==> config.mk <==
export PLATFORM = sky130hd
export DESIGN_NAME = pkfb_push_arbiter
export DESIGN_NICKNAME = d
export VERILOG_FILES = /design/src/rtl/pkfb_defs.sv /design/src/rtl/rr_arbiter.sv /design/src/rtl/pkfb_push_arbiter.sv
export SDC_FILE = /design/constraint.sdc
export NUM_CORES = 1
export LEC_CHECK = 0
export ABC_AREA = 1
export BUFFER_PORTS_ARGS = -buffer_cell sky130_fd_sc_hd__buf_2
export CAP_MARGIN = 20
export CORE_MARGIN = 2
export CORE_UTILIZATION = 47
export DETAILED_ROUTE_END_ITERATION = 12
export MAX_ROUTING_LAYER = met4
export PLACE_DENSITY = 0.88
export SETUP_SLACK_MARGIN = 0.2
export SYNTH_ARGS = -nofsm -noshare
export SYNTH_HDL_FRONTEND = slang
export SYNTH_SLANG_ARGS = --single-unit
==> constraint.sdc <==
create_clock -name Sys_PKfb_Clk -period 2.55 [get_ports Sys_PKfb_Clk]
set_clock_uncertainty 0.05 [all_clocks]
set_input_delay 0.1275 -clock Sys_PKfb_Clk [delete_from_list [all_inputs] [get_ports Sys_PKfb_Clk]]
set_output_delay 0.1275 -clock Sys_PKfb_Clk [all_outputs]
set_load 0.01 [all_outputs]
==> src/rtl/pkfb_defs.sv <==
// Shared definitions for the packet-FIFO push arbiter.
//   pkfb_state_e  : arbiter FSM encoding
//   PKFB_*        : ASSP packet-FIFO port geometry
//   chan_onehot() : turns a producer's 2-bit channel field into a one-hot push vector
package pkfb_defs;

   typedef enum logic [1:0] {
      ST_IDLE  = 2'd0,
      ST_XFER  = 2'd1,
      ST_DRAIN = 2'd2
   } pkfb_state_e;

   localparam int PKFB_NUM_CHAN = 4;
   localparam int PKFB_CHAN_W   = 2;
   localparam int PKFB_DATA_W   = 32;

   function automatic logic [PKFB_NUM_CHAN-1:0] chan_onehot(
      input logic [PKFB_CHAN_W*PKFB_NUM_CHAN-1:0] map,
      input int                                   idx
   );
      logic [PKFB_CHAN_W-1:0] ch;
      ch = PKFB_CHAN_W'(map >> (PKFB_CHAN_W * idx));
      return PKFB_NUM_CHAN'(1) << ch;
   endfunction

endpackage

==> src/rtl/rr_arbiter.sv <==
// Combinational round-robin pick: grants the first requester at or after i_ptr.
//   i_req [N]      request vector
//   i_ptr [PTR_W]  index with highest priority
//   o_gnt [N]      one-hot grant, zero when nothing requests
module rr_arbiter #(
   parameter int N     = 4,
   parameter int PTR_W = (N > 1) ? $clog2(N) : 1
) (
   input  logic [N-1:0]     i_req,
   input  logic [PTR_W-1:0] i_ptr,
   output logic [N-1:0]     o_gnt
);

   always_comb begin
      logic w_found;
      o_gnt   = '0;
      w_found = 1'b0;
      for (int k = 0; k < N; k++) begin
         for (int j = 0; j < N; j++) begin
            if (!w_found && i_req[j] && (j == (int'(i_ptr) + k) % N)) begin
               o_gnt[j] = 1'b1;
               w_found  = 1'b1;
            end
         end
      end
   end

endmodule

==> src/rtl/pkfb_push_arbiter.sv <==
// Shares the ASSP packet-FIFO push port among up to four fabric producers.
// Whole packets (first word .. eof word) are granted round-robin; each producer
// is routed to a fixed packet-FIFO channel taken from CHAN_MAP.
//   Sys_PKfb_Clk / Sys_PKfb_Rst      clock, async active-high reset
//   req_valid/req_data/req_eof       producer words;  req_ready accepts them
//   FB_PKfb*                         registered push port toward the ASSP
//   FB_PKfbOverflow                  ASSP overflow for the push currently on the port
//   ovf_clr / ovf_sticky             per-producer overflow flags (set wins over clear)
//   busy                             FSM not idle
//   word_cnt                         pushes in the current/last packet, saturating
//
// state    | meaning
// ---------+---------------------------------------------------------------
// ST_IDLE  | no grant active; one cycle spent picking the next producer
// ST_XFER  | granted producer's words are pushed, one per accepted word
// ST_DRAIN | overflow hit: remaining words are accepted and discarded
module pkfb_push_arbiter
   import pkfb_defs::*;
#(
   parameter int                                      N_REQ    = 4,
   parameter logic [PKFB_CHAN_W*PKFB_NUM_CHAN-1:0]    CHAN_MAP = 8'hE4,
   parameter int                                      CNT_W    = 16
) (
   input  logic                           Sys_PKfb_Clk,
   input  logic                           Sys_PKfb_Rst,
   input  logic [N_REQ-1:0]               req_valid,
   input  logic [PKFB_DATA_W*N_REQ-1:0]   req_data,
   input  logic [N_REQ-1:0]               req_eof,
   output logic [N_REQ-1:0]               req_ready,
   output logic [PKFB_DATA_W-1:0]         FB_PKfbData,
   output logic [PKFB_NUM_CHAN-1:0]       FB_PKfbPush,
   output logic                           FB_PKfbSOF,
   output logic                           FB_PKfbEOF,
   input  logic                           FB_PKfbOverflow,
   input  logic [N_REQ-1:0]               ovf_clr,
   output logic [N_REQ-1:0]               ovf_sticky,
   output logic                           busy,
   output logic [CNT_W-1:0]               word_cnt
);

   localparam int PTR_W = (N_REQ > 1) ? $clog2(N_REQ) : 1;

   pkfb_state_e                r_state;
   pkfb_state_e                w_state_nxt;
   logic [PTR_W-1:0]           r_ptr;
   logic [PTR_W-1:0]           r_gidx;
   logic                       r_first;
   logic [PKFB_DATA_W-1:0]     r_data;
   logic [PKFB_NUM_CHAN-1:0]   r_push;
   logic                       r_sof;
   logic                       r_eof;
   logic [N_REQ-1:0]           r_sticky;
   logic [CNT_W-1:0]           r_cnt;

   logic [N_REQ-1:0]           w_arb_gnt;
   logic [PTR_W-1:0]           w_arb_idx;
   logic [N_REQ-1:0]           w_grant;
   logic                       w_sel_valid;
   logic                       w_sel_eof;
   logic [PKFB_DATA_W-1:0]     w_sel_data;
   logic [PKFB_NUM_CHAN-1:0]   w_push_oh;
   logic                       w_active;
   logic                       w_xfer;
   logic                       w_ovf;
   logic                       w_push_word;
   logic                       w_arb_take;
   logic [PTR_W-1:0]           w_ptr_inc;

   rr_arbiter #(
      .N     (N_REQ),
      .PTR_W (PTR_W)
   ) u_rr (
      .i_req (req_valid),
      .i_ptr (r_ptr),
      .o_gnt (w_arb_gnt)
   );

   always_comb begin
      w_arb_idx = '0;
      for (int j = 0; j < N_REQ; j++) begin
         if (w_arb_gnt[j]) w_arb_idx = PTR_W'(j);
      end
   end

   // Granted producer's request, data and channel routing.
   always_comb begin
      w_grant     = '0;
      w_sel_valid = 1'b0;
      w_sel_eof   = 1'b0;
      w_sel_data  = '0;
      w_push_oh   = '0;
      for (int j = 0; j < N_REQ; j++) begin
         if (r_gidx == PTR_W'(j)) begin
            w_grant[j]  = 1'b1;
            w_sel_valid = req_valid[j];
            w_sel_eof   = req_eof[j];
            w_sel_data  = req_data[PKFB_DATA_W*j +: PKFB_DATA_W];
            w_push_oh   = chan_onehot(CHAN_MAP, j);
         end
      end
   end

   assign w_active    = (r_state == ST_XFER) || (r_state == ST_DRAIN);
   assign w_xfer      = w_active && w_sel_valid;
   // Overflow refers to the push sitting on the port now, i.e. the previous word.
   assign w_ovf       = (|r_push) && FB_PKfbOverflow;
   assign w_push_word = w_xfer && (r_state == ST_XFER) && !w_ovf;
   assign w_arb_take  = (r_state == ST_IDLE) && (|req_valid);
   assign w_ptr_inc   = (r_gidx == PTR_W'(N_REQ - 1)) ? '0 : r_gidx + PTR_W'(1);

   always_ff @(posedge Sys_PKfb_Clk or posedge Sys_PKfb_Rst) begin
      if (Sys_PKfb_Rst) r_state <= ST_IDLE;
      else              r_state <= w_state_nxt;
   end

   always_comb begin
      w_state_nxt = r_state;
      case (r_state)
         ST_IDLE:  if (|req_valid) w_state_nxt = ST_XFER;
         ST_XFER: begin
            if (w_xfer && w_sel_eof) w_state_nxt = ST_IDLE;
            else if (w_ovf)          w_state_nxt = ST_DRAIN;
         end
         ST_DRAIN: if (w_xfer && w_sel_eof) w_state_nxt = ST_IDLE;
         default:  w_state_nxt = ST_IDLE;
      endcase
   end

   always_comb begin
      req_ready = w_active ? w_grant : '0;
      busy      = (r_state != ST_IDLE);
   end

   // Grant index is kept through IDLE so a late overflow on the eof push is
   // still charged to the producer that owned it.
   always_ff @(posedge Sys_PKfb_Clk or posedge Sys_PKfb_Rst) begin
      if (Sys_PKfb_Rst) begin
         r_ptr   <= '0;
         r_gidx  <= '0;
         r_first <= 1'b0;
      end else begin
         if (w_arb_take) begin
            r_gidx  <= w_arb_idx;
            r_first <= 1'b1;
         end else if (w_xfer) begin
            r_first <= 1'b0;
         end
         if (w_xfer && w_sel_eof) r_ptr <= w_ptr_inc;
      end
   end

   always_ff @(posedge Sys_PKfb_Clk or posedge Sys_PKfb_Rst) begin
      if (Sys_PKfb_Rst) begin
         r_data <= '0;
         r_push <= '0;
         r_sof  <= 1'b0;
         r_eof  <= 1'b0;
         r_cnt  <= '0;
      end else begin
         r_push <= '0;
         r_sof  <= 1'b0;
         r_eof  <= 1'b0;
         if (w_push_word) begin
            r_push <= w_push_oh;
            r_sof  <= r_first;
            r_eof  <= w_sel_eof;
            r_data <= w_sel_data;
            if (r_first)     r_cnt <= CNT_W'(1);
            else if (~&r_cnt) r_cnt <= r_cnt + CNT_W'(1);
         end
      end
   end

   always_ff @(posedge Sys_PKfb_Clk or posedge Sys_PKfb_Rst) begin
      if (Sys_PKfb_Rst) r_sticky <= '0;
      else              r_sticky <= (r_sticky & ~ovf_clr) | (w_ovf ? w_grant : '0);
   end

   assign FB_PKfbData = r_data;
   assign FB_PKfbPush = r_push;
   assign FB_PKfbSOF  = r_sof;
   assign FB_PKfbEOF  = r_eof;
   assign ovf_sticky  = r_sticky;
   assign word_cnt    = r_cnt;

endmodule

==> results.md, run 1 <==
- Status: finished clean
- VDD IR max: 0.5416 mV
- Netlist Area Pre-Place: 4199 sq um
- Crit-path max FO: 34
- Crit. End Element: register
- First-pass GRT wire length: 23,000 um
- Final TNS setup: 0 ns
- Inserted Clock Buffers: 9
- Post-Route WL: 14,270 um
- Routed length per instance: 15.10 um
- Post-synth top cells: nand2_1 (192), dfrtp_1 (65), nand3_1 (52), nor2_1 (46)
- Worst Max-Slew Pin Slew: 0.6587 ns
- Post-route DRC violation count: 0
- Initial core utilization: 48.39%
- Cell count after synthesis: 603
- Worst skew pair latency: 0.33 ns
- LEAKAGE: 3.232 nW
- Worst R2R Setup Slack: 0.34 ns
- RSZ-0062 raised after global routing: true
- Worst hold path class: primary input to register
- Clock net sink count: 65
- Total power: 5.922 mW
- Layout cells sized above 1: 29.03%
- Number of global-route vias before repair: 4,828
- Cell taking the most area after synthesis: dfrtp_1
- I/O Buffers: 205
- Dominant synthesized flop cell: dfrtp_1
- N_diodes: 0
- Initial DRC count: 266
- Worst Path Arrival: 2.38 ns
- Sequential-to-total area share from yosys stat: 38.74%
- Vias per std cell: 5.382
- CTS Buffer Depth: 2
- Core region area: 8678 sq um
- Synthesis-to-finish area growth: 40.26%
- FF+latch count, synth: 65
- Placement Cell Area: 5293 sq um
- Yosys cell types: 31
- Tcrit/Tclk final: 86.81%
- Detailed-router iteration count before antenna repair: 5
- Post-CTS Setup Inserts: 0
- GRT Residual Overflow: 0
- CTS tree: yes
- RD Place Congestion: 0.8833
- Critical path launch point type: register
- Die footprint: 9706 sq um
- Max transition margin: 56.02%
- Final min period: 2.214 ns
- Power Density: 1005 nW/um^2
- Syn Nets: 757
- Fin area: 5889 sq um
- # IOs: 206
- Cells on worst reg2reg path: 12
- Rows: 34
- Final Setup Violations: 0
- Yosys warnings: 0
- Most numerous cell in the Yosys netlist: nand2_1
- Clk root buf: clkbuf_8
- HPWL Detailed: 10,010 um
- Final std cells w/o fill: 945
- Number of max-cap violations: 0
- Final hold vios: 0
- Post-DRT Antenna Nets: 0
- Placed Instances: 891
- Worst EP required: 2.72 ns
- Post-synth EDFFs: 0
- Worst hold stages: 5
- Nets@finish: 986
- Clock Pin Slew Worst Setup and Hold Paths: 0.08 ns
- Largest net degree at the start of global routing: 67
- Die Y: 98.52 um
- Async SR Flop Fraction: 100.0%
- Clock H-tree levels: 3
- Fin. max-slew vios: 0
- Total GRT Usage: 30.08%
- Syn_area_per_cell: 6.964 sq um
- Yosys top cell area share: 38.74%
- Initial antenna violation count: 0
- Die Span X: 98.52 um
- Top cells by area, synth: dfrtp_1 (39%), nand2_1 (17%), nand3_1 (6.2%)
- Worst setup path class: register to register
- Max frequency: 451.7 MHz
- Via count: 5,086
-- through the flow --
step / utilization (%) / worst slack, ns / hold slack (ns)
after floorplan: - / 0.6575 / 0.1739
after global placement: 60.99 / 0.3474 / 0.1963
after detailed placement: 60.99 / 0.2766 / 0.1984
after CTS: 67.52 / 0.2545 / 0.07540
after global routing: 67.86 / 0.1740 / 0.1004
final: 67.86 / 0.3362 / 0.08700
-- report_power, final --
group	internal, mW	total, mW	leakage [nW]	switching (mW)
sequential	1.36	1.62	0.847	0.259
clock	0.475	0.875	0.0953	0.399
combinational	1.19	3.43	2.29	2.24
-- metal layers --
layer | global-route usage (%) | vias up | part of all wire, %
met5 | - | - | 0
met4 | 10.75 | 0 | 3.1
met3 | 5.603 | 41 | 9.0
met2 | 49.87 | 314 | 49
met1 | 36.89 | 2287 | 39
li1 | - | 2444 | -
-- sequential cells by signal, indices dropped and copies added (netlist names) --
signal and flops:
ovf_sticky 4, r_ptr 2, r_gidx 2, FB_PKfbEOF 1, r_state 2, r_first 1, FB_PKfbPush 4, word_cnt 16
FB_PKfbSOF 1, FB_PKfbData 32
-- cell type report --
| class | count | area, sq um |
|---|---|---|
| clock inverter | 5 | 55.05 |
| sequential | 65 | 1627 |
| clock buffer | 11 | 141.4 |
| multi-input combinational | 458 | 2247 |
| timing repair buffer | 253 | 1503 |
| tap | 108 | 135.1 |
| fill | 758 | 2789 |
| timing repair inverter | 1 | 6.256 |
| inverter | 44 | 175.2 |
-- final timing paths --
| kind | endpoint | startpoint |
|---|---|---|
| worst min register to register | FB_PKfbData[18]$_DFFE_PP0P_ | FB_PKfbData[18]$_DFFE_PP0P_ |
| min in group asynchronous | FB_PKfbData[21]$_DFFE_PP0P_ | Sys_PKfb_Rst |
| worst min-delay path | FB_PKfbData[28]$_DFFE_PP0P_ | req_data[92] |
| max in group asynchronous | ovf_sticky[0]$_DFF_PP0_ | Sys_PKfb_Rst |
| worst max register to register | r_state[1]$_DFFE_PP0P_ | r_gidx[1]$_DFFE_PP0P_ |
| worst max-delay path | r_state[1]$_DFFE_PP0P_ | r_gidx[1]$_DFFE_PP0P_ |
-- logic make-up after synthesis --
| group | count (synthesis) | share of synthesized area (%) |
|---|---|---|
| simple gates | 308 | 30.16 |
| compound gates | 127 | 17.46 |
| buf+inv | 80 | 7.867 |
| flops | 65 | 38.74 |
| xor+xnor | 12 | 2.503 |
| fa+ha+maj | 11 | 3.278 |
-- worst max-delay path, cell delays in order (launching register included) --
cell	delay, ns
dfrtp_1	0.43
inv_1	0.14
ha_1	0.25
buf_6	0.29
a21oi_1	0.11
nand2_1	0.06
o21ai_0	0.06
o21ai_0	0.15
nand2_1	0.17
o21ai_0	0.13
nand2_1	0.12
nand2_1	0.08
o21ai_0	0.07
-- repair_timing --
action	in CTS	in global routing
hold buffers	37	0
endpoints found under the setup margin	0	48
gates resized for setup	0	9
endpoints found under the hold margin	65	0
-- cell usage in the layout, fill, tap and decap left out, types with 2 or more instances in the layout --
cell           Yosys  layout
a21oi_1           38      38
buf_2             10     205
buf_4              2       8
clkbuf_8           0      10
clkinv_2           0       2
clkinvlp_4         0       2
dfrtp_1           65      65
dlygate4sd3_1      0      37
ha_1              11      11
inv_1             41      39
inv_2              2       3
inv_4              1       2
nand2_1          192     192
nand3_1           52      52
nand4_1            7       7
nor2_1            46      46
nor2_2             2       2
nor3_1             4       4
nor4_1             2       2
o211ai_1          33      33
o21ai_0           41      41
o21ai_1            8       8
o22ai_1            3       3
xnor2_1            4       4
xor2_1             8       8
Power figures use the tool's default switching activity.
==> inputs of run 2 (changes only) <==
--- a/config.mk
+++ b/config.mk
@@ -12,7 +12,7 @@
 export CORE_UTILIZATION = 47
 export DETAILED_ROUTE_END_ITERATION = 12
 export MAX_ROUTING_LAYER = met4
-export PLACE_DENSITY = 0.88
+export PLACE_DENSITY_LB_ADDON = 0.15
 export SETUP_SLACK_MARGIN = 0.2
 export SYNTH_ARGS = -nofsm -noshare
 export SYNTH_HDL_FRONTEND = slang
==> constraint.sdc (replaced) <==
create_clock -name Sys_PKfb_Clk -period 2.1 [get_ports Sys_PKfb_Clk]
set_clock_uncertainty 0.05 [all_clocks]
set_input_delay 0.105 -clock Sys_PKfb_Clk [delete_from_list [all_inputs] [get_ports Sys_PKfb_Clk]]
set_output_delay 0.105 -clock Sys_PKfb_Clk [all_outputs]
set_load 0.01 [all_outputs]
==> run 2 against run 1 <==
First-iteration DRC count decreased by 14%; cell count is 2.0% higher; critical path depth grew 1; wire length increased by 5.6%; hold slack worse by 0.019 ns; critical endpoint unchanged; non-clock buffer count up 19; utilization grew 3.8 points; die area stayed put; register-to-register slack got worse by 0.19 ns.
==> results.md, run 2 (synthesized netlist as in run 1, its figures left out) <==
- Initial core utilization: 48.39% (unchanged)
- Initial antenna violation count: 0 (unchanged)
- Final min period: 1.956 ns (-0.2579 ns)
- Worst Hold Slack: 0.06768 ns (-0.01932 ns)
- Clk root buf: clkbuf_8
- Slowest Stage Delay on Critical Path: 0.43 ns (about the same)
- Via count: 5,215 (+2.5%)
- CP top delay family: flip-flops
- Die footprint: 9706 sq um (unchanged)
- Crit path from: r_gidx[0]$_DFFE_PP0P_
- Max transition margin: 56.09% (+0.067 points)
- Largest register FFs: 32 (unchanged)
- Die Span X: 98.52 um (unchanged)
- Die Y: 98.52 um (unchanged)
- Number of global-route vias before repair: 4,995 (+3.5%)
- Hold endpoint: FB_PKfbData[26]$_DFFE_PP0P_
- CP Cell Sequence: buf_6 > ha_4 > inv_4 > nand3_2 > o21ai_1 > nand2_1 > a21oi_2 > buf_4 > nand2_2 > o21ai_2 > nand2_2 > nand2_1 > o21ai_0
- RD Place Congestion: 0.9349 (+5.8%)
- Crit-path max FO: 4 (-88%)
- Worst R2R Setup Slack: 0.14 ns (-0.19 ns)
- Tcrit/Tclk final: 93.14% (+6.3 points)
- First-pass GRT wire length: 23,560 um (+2.5%)
- N_diodes: 0 (unchanged)
- Largest net degree at the start of global routing: 67 (unchanged)
- R2R Path Start: r_gidx[0]$_DFFE_PP0P_
- Worst setup path class: register to register
- Worst EP required: 2.26 ns (-0.46 ns)
- Worst path bufs/invs: 3 (+1)
- Crit. End Element: register
- Layout cells sized above 1: 33.06% (+4.0 points)
- Core region area: 8678 sq um (unchanged)
- Worst skew pair latency: 0.34 ns (about the same)
- Worst Path Arrival: 2.12 ns (-0.26 ns)
- Clock net sink count: 65 (unchanged)
- I/O Buffers: 205 (unchanged)
- VDD IR max: 0.7648 mV (+41%)
- LEAKAGE: 3.357 nW (+3.9%)
- CTS tree: yes
- RSZ-0062 raised after global routing: true
- Fin. max-slew vios: 0 (unchanged)
- Total GRT Usage: 31.04% (+0.96 points)
- Worst Max-Slew Pin Slew: 0.6577 ns (-0.001003 ns)
- Final cell utilization of the core: 71.70% (+3.8 points)
- Hold path startpoint: req_data[90]
- Filler cell count: 717 (-5.4%)
- Clock Pin Slew Worst Setup and Hold Paths: 0.07 ns (about the same)
- Post-route DRC violation count: 0 (unchanged)
- Final hold vios: 0 (unchanged)
- Placed Instances: 900 (+1.0%)
- GRT Residual Overflow: 0 (unchanged)
- Max frequency: 511.3 MHz (+13%)
- Inserted Clock Buffers: 9 (unchanged)
- Initial DRC count: 230 (-14%)
- # IOs: 206 (unchanged)
- Power Density: 1269 nW/um^2 (+26%)
- Worst hold path class: primary input to register
- Post-DRT Antenna Nets: 0 (unchanged)
- CTS Buffer Depth: 2 (unchanged)
- CP max-delay cell: dfrtp_1
- Reg-to-Reg End: r_state[1]$_DFFE_PP0P_
- FF/Latch Area: 1628 sq um (about the same)
- Clock H-tree levels: 3 (unchanged)
- Worst hold stages: 5 (unchanged)
- Detailed-router iteration count before antenna repair: 6 (+1)
- Final TNS setup: 0 ns (unchanged)
- Post-Route WL: 15,070 um (+5.6%)
- Most frequent cells in the layout: buf_2 (205), nand2_1 (182), dfrtp_1 (64)
- Cells on worst reg2reg path: 13 (+1)
- Critical path launch point type: register
- Final Setup Violations: 0 (unchanged)
- Most common cell after layout, fill and taps aside: buf_2
- Synthesis-to-finish area growth: 48.18%
- HPWL Detailed: 10,380 um (+3.7%)
- Number of max-cap violations: 0 (unchanged)
- Routed length per instance: 15.63 um (+3.5%)
- Nets@finish: 1,005 (+1.9%)
- Final std cells w/o fill: 964 (+2.0%)
- Status: finished clean
- Multi-input gate area: 2356 sq um (+4.8%)
- Rows: 34 (unchanged)
- Vias per std cell: 5.410 (+0.52%)
## run 2: routing by layer
metal,GRT usage (%),share of wire [%],vias up,wire (um)
li1,-,-,2495,-
met1,36.26,40,2453,5955
met2,54.47,52,243,7816
met3,4.468,6.8,24,1020
met4,11.28,1.9,0,280
met5,-,0,-,0
## run 2: worst register-to-register path, stage by stage (launching register included)
cell	delay, ns
dfrtp_1	0.43
buf_6	0.15
ha_4	0.17
inv_4	0.07
nand3_2	0.05
o21ai_1	0.07
nand2_1	0.09
a21oi_2	0.17
buf_4	0.14
nand2_2	0.09
o21ai_2	0.09
nand2_2	0.10
nand2_1	0.07
o21ai_0	0.08
## run 2: worst max path at each step
| stage | cells past startpoint | slack, ns | endpoint |
|---|---|---|---|
| 2_1_floorplan | 13 | 0.21 | FB_PKfbData[30]$_DFFE_PP0P_ |
| 3_3_place_gp | 13 | 0.01 | r_state[0]$_DFFE_PP0P_ |
| 3_5_place_dp | 13 | -0.06 | r_state[1]$_DFFE_PP0P_ |
| 4_1_cts | 13 | 0.18 | word_cnt[0]$_DFFE_PP0P_ |
| 5_1_grt | 13 | 0.05 | r_state[0]$_DFFE_PP0P_ |
| 6_report | 13 | 0.14 | r_state[1]$_DFFE_PP0P_ |
## run 2: repair_timing
item / CTS / global route
buffers inserted: 7 / 2
gates resized for setup: 25 / 36
endpoints found under the setup margin: 57 / 60
hold buffers: 37 / 0
gates cloned: 1 / 1
hold endpoints to repair: 59 / 0
pin swaps: 4 / 9
## run 2: layout make-up
| class | instances | share of cell area (%) |
|---|---|---|
| timing repair inverter | 1 | 0.1408 |
| inverter | 44 | 3.016 |
| sequential | 65 | 26.16 |
| multi-input combinational | 458 | 37.86 |
| tap | 108 | 2.172 |
| timing repair buffer | 272 | 27.37 |
| clock inverter | 3 | 1.046 |
| clock buffer | 13 | 2.232 |
## run 2: through the flow
step / worst slack [ns] / instance area [sq um] / total power [mW]
floorplan: 0.2075 / 4199 / 4.678
global placement: 0.01041 / 5360 / 5.994
detailed placement: -0.06444 / 5360 / 6.094
CTS: 0.1774 / 6068 / 7.552
global route: 0.04729 / 6222 / 8.546
finish: 0.1441 / 6222 / 7.894
## run 2: report_power, final
part           internal [mW]  switching (mW)
sequential              1.66           0.303
combinational           1.82            2.96
clock                  0.670           0.483
total                   4.15            3.74
==> inputs of run 3 (changes only) <==
--- a/config.mk
+++ b/config.mk
@@ -9,7 +9,8 @@
 export BUFFER_PORTS_ARGS = -buffer_cell sky130_fd_sc_hd__buf_2
 export CAP_MARGIN = 20
 export CORE_MARGIN = 2
-export CORE_UTILIZATION = 47
+export CORE_UTILIZATION = 48
+export CTS_BUF_LIST = sky130_fd_sc_hd__clkbuf_8
 export DETAILED_ROUTE_END_ITERATION = 12
 export MAX_ROUTING_LAYER = met4
 export PLACE_DENSITY_LB_ADDON = 0.15
==> run 3 against run 2 <==
Clock power decreased by 14%; cell count is 0.41% higher; die area is 2.0% lower; via count grew 0.82%; global-route usage rose by 0.43 points; worst setup slack worse by 0.029 ns.
==> results.md, run 3 (synthesized netlist as in run 1, its figures left out) <==
- Status: finished clean
- Met2 Wirelength: 7588 um (-2.9%)
- Hold path startpoint: FB_PKfbOverflow
- Worst hold stages: 5 (unchanged)
- Wire length on met1: 5909 um (-0.77%)
- Initial antenna violation count: 0 (unchanged)
- HPWL Detailed: 10,430 um (+0.47%)
- Cells on worst reg2reg path: 9 (-4)
- Worst skew pair latency: 0.34 ns (about the same)
- Die footprint: 9512 sq um (-2.0%)
- Synthesis-to-finish area growth: 49.43%
- Worst setup path class: register to register
- # IOs: 206 (unchanged)
- Max transition margin: 53.91% (-2.2 points)
- Tcrit/Tclk final: 94.50% (+1.4 points)
- Inserted Clock Buffers: 9 (unchanged)
- I/O Buffers: 205 (unchanged)
- Most common cell after layout, fill and taps aside: buf_2
- Critical path launch point type: register
- Crit-path max FO: 32 (+28)
- N_diodes: 0 (unchanged)
- Largest net degree at the start of global routing: 67 (unchanged)
- LEAKAGE: 3.371 nW (+0.42%)
- Die Y: 97.53 um (-1.0%)
- RSZ-0062 raised after global routing: true
- Slowest Stage Delay on Critical Path: 0.37 ns (-0.06 ns)
- Worst Max-Slew Pin Slew: 0.6903 ns (+0.03258 ns)
- Nets@finish: 1,009 (+0.40%)
- Final Setup Violations: 0 (unchanged)
- Number of max-cap violations: 0 (unchanged)
- CTS Buffer Depth: 2 (unchanged)
- RD Place Congestion: 0.9158 (-2.0%)
- Largest register FFs: 32 (unchanged)
- Layout cells sized above 1: 33.95% (+0.89 points)
- Max frequency: 503.9 MHz (-1.4%)
- Worst hold path class: primary input to register
- CTS tree: yes
- Clk root buf: clkbuf_8
- Final worst slack: 0.1156 ns (-0.02851 ns)
- Reg-to-Reg End: FB_PKfbData[31]$_DFFE_PP0P_
- Number of global-route vias before repair: 4,961 (-0.68%)
- Clock net sink count: 65 (unchanged)
- Die Span X: 97.53 um (-1.0%)
- Rows: 34 (unchanged)
- Routed wl met3: 1223 um (+20%)
- Core region area: 8593 sq um (-0.98%)
- R2R Path Start: r_gidx[1]$_DFFE_PP0P_
- Detailed-router iteration count before antenna repair: 5 (-1)
- Vias per std cell: 5.432 (+0.41%)
- Power Density: 1231 nW/um^2 (-2.9%)
- Total GRT Usage: 31.48% (+0.43 points)
- Final TNS setup: 0 ns (unchanged)
- Dpl ws: -0.04827 ns (+0.01616 ns)
- CP max-delay cell: dfrtp_1
- Clock Pin Slew Worst Setup and Hold Paths: 0.08 ns (about the same)
- VDD IR max: 0.9692 mV (+27%)
- Post-DRT Antenna Nets: 0 (unchanged)
- Hold endpoint: ovf_sticky[0]$_DFF_PP0_
- Post-Route WL: 15,210 um (+0.91%)
- Fin. max-slew vios: 0 (unchanged)
- GRT Residual Overflow: 0 (unchanged)
- Initial core utilization: 48.86% (+0.48 points)
- Via count: 5,258 (+0.82%)
- Post-route DRC violation count: 0 (unchanged)
- Final hold vios: 0 (unchanged)
- Worst R2R Setup Slack: 0.12 ns (-0.03 ns)
- Initial DRC count: 212 (-7.8%)
- Worst Path Arrival: 2.22 ns (+0.10 ns)
- CP Cell Sequence: buf_4 > ha_2 > inv_2 > o21ai_0 > a21oi_2 > nand2_2 > buf_4 > nand2_1 > nand2_1
- First-pass GRT wire length: 23,570 um (about the same)
- Top Layer Used: met4
- Worst EP required: 2.33 ns (+0.07 ns)
- Most frequent cells in the layout: buf_2 (205), nand2_1 (181), dfrtp_1 (63)
- Crit. End Element: register
- Routed length per instance: 15.71 um (+0.49%)
- Clock H-tree levels: 3 (unchanged)
- Final min period: 1.984 ns (+0.02851 ns)
[run 3: layout make-up]
class                           count  area (sq um)
Multi-Input combinational cell    458          2369
Fill cell                         724          2318
Timing Repair Buffer              277          1775
Sequential cell                    65          1629
Inverter                           44         185.2
Clock buffer                       10         137.6
Tap cell                          108         135.1
Clock inverter                      6         43.79
[run 3: how the worst max path moves through the flow]
stage / startpoint / endpoint / slack, ns
floorplan: r_gidx[1]$_DFFE_PP0P_ / FB_PKfbData[30]$_DFFE_PP0P_ / 0.21
global placement: r_gidx[0]$_DFFE_PP0P_ / r_ptr[0]$_DFFE_PP0P_ / 0.06
detailed placement: r_gidx[0]$_DFFE_PP0P_ / word_cnt[1]$_DFFE_PP0P_ / -0.05
CTS: r_gidx[1]$_DFFE_PP0P_ / FB_PKfbData[28]$_DFFE_PP0P_ / 0.20
global route: r_gidx[1]$_DFFE_PP0P_ / FB_PKfbData[27]$_DFFE_PP0P_ / 0.02
finish: r_gidx[1]$_DFFE_PP0P_ / FB_PKfbData[31]$_DFFE_PP0P_ / 0.12
[run 3: critical path, delay by kind of cell, from the launching register on]
family | cells | cell delay [ns]
buf+inv | 3 | 0.57
flops | 1 | 0.37
compound gates | 2 | 0.34
simple gates | 3 | 0.32
fa+ha+maj | 1 | 0.25
[run 3: per-layer routing]
layer	up-vias	GRT usage, %
met5	-	-
met4	0	11.65
met3	46	6.403
met2	294	52.63
met1	2420	37.75
li1	2498	-
[run 3: metrics by stage]
stage          instance area, sq um  total power [mW]  instances  hold WS, ns  utilization (%)
2_1_floorplan                  4199             4.678        603       0.1514                -
3_3_place_gp                   5375             5.987        902       0.1803            62.55
3_5_place_dp                   5375             6.103        902       0.2061            62.55
4_1_cts                        6018             7.317        958      0.04865            70.03
5_1_grt                        6275             8.373        968      0.07472            73.02
6_report                       6275             7.727        968      0.06453            73.02
[run 3: power by group]
part / leakage [nW] / total (mW) / switching, mW / internal, mW
clock: 0.0805 / 0.990 / 0.530 / 0.460
sequential: 0.845 / 1.96 / 0.308 / 1.66
combinational: 2.45 / 4.77 / 2.92 / 1.85
[run 3: timing repair]
item                       in CTS  in global routing
hold endpoints to repair       63                  0
gates cloned                    0                  2
buffers inserted                3                  8
pin swaps                       2                 20
gates resized for setup        21                 41
hold buffers                   37                  0
setup endpoints to repair      53                 54
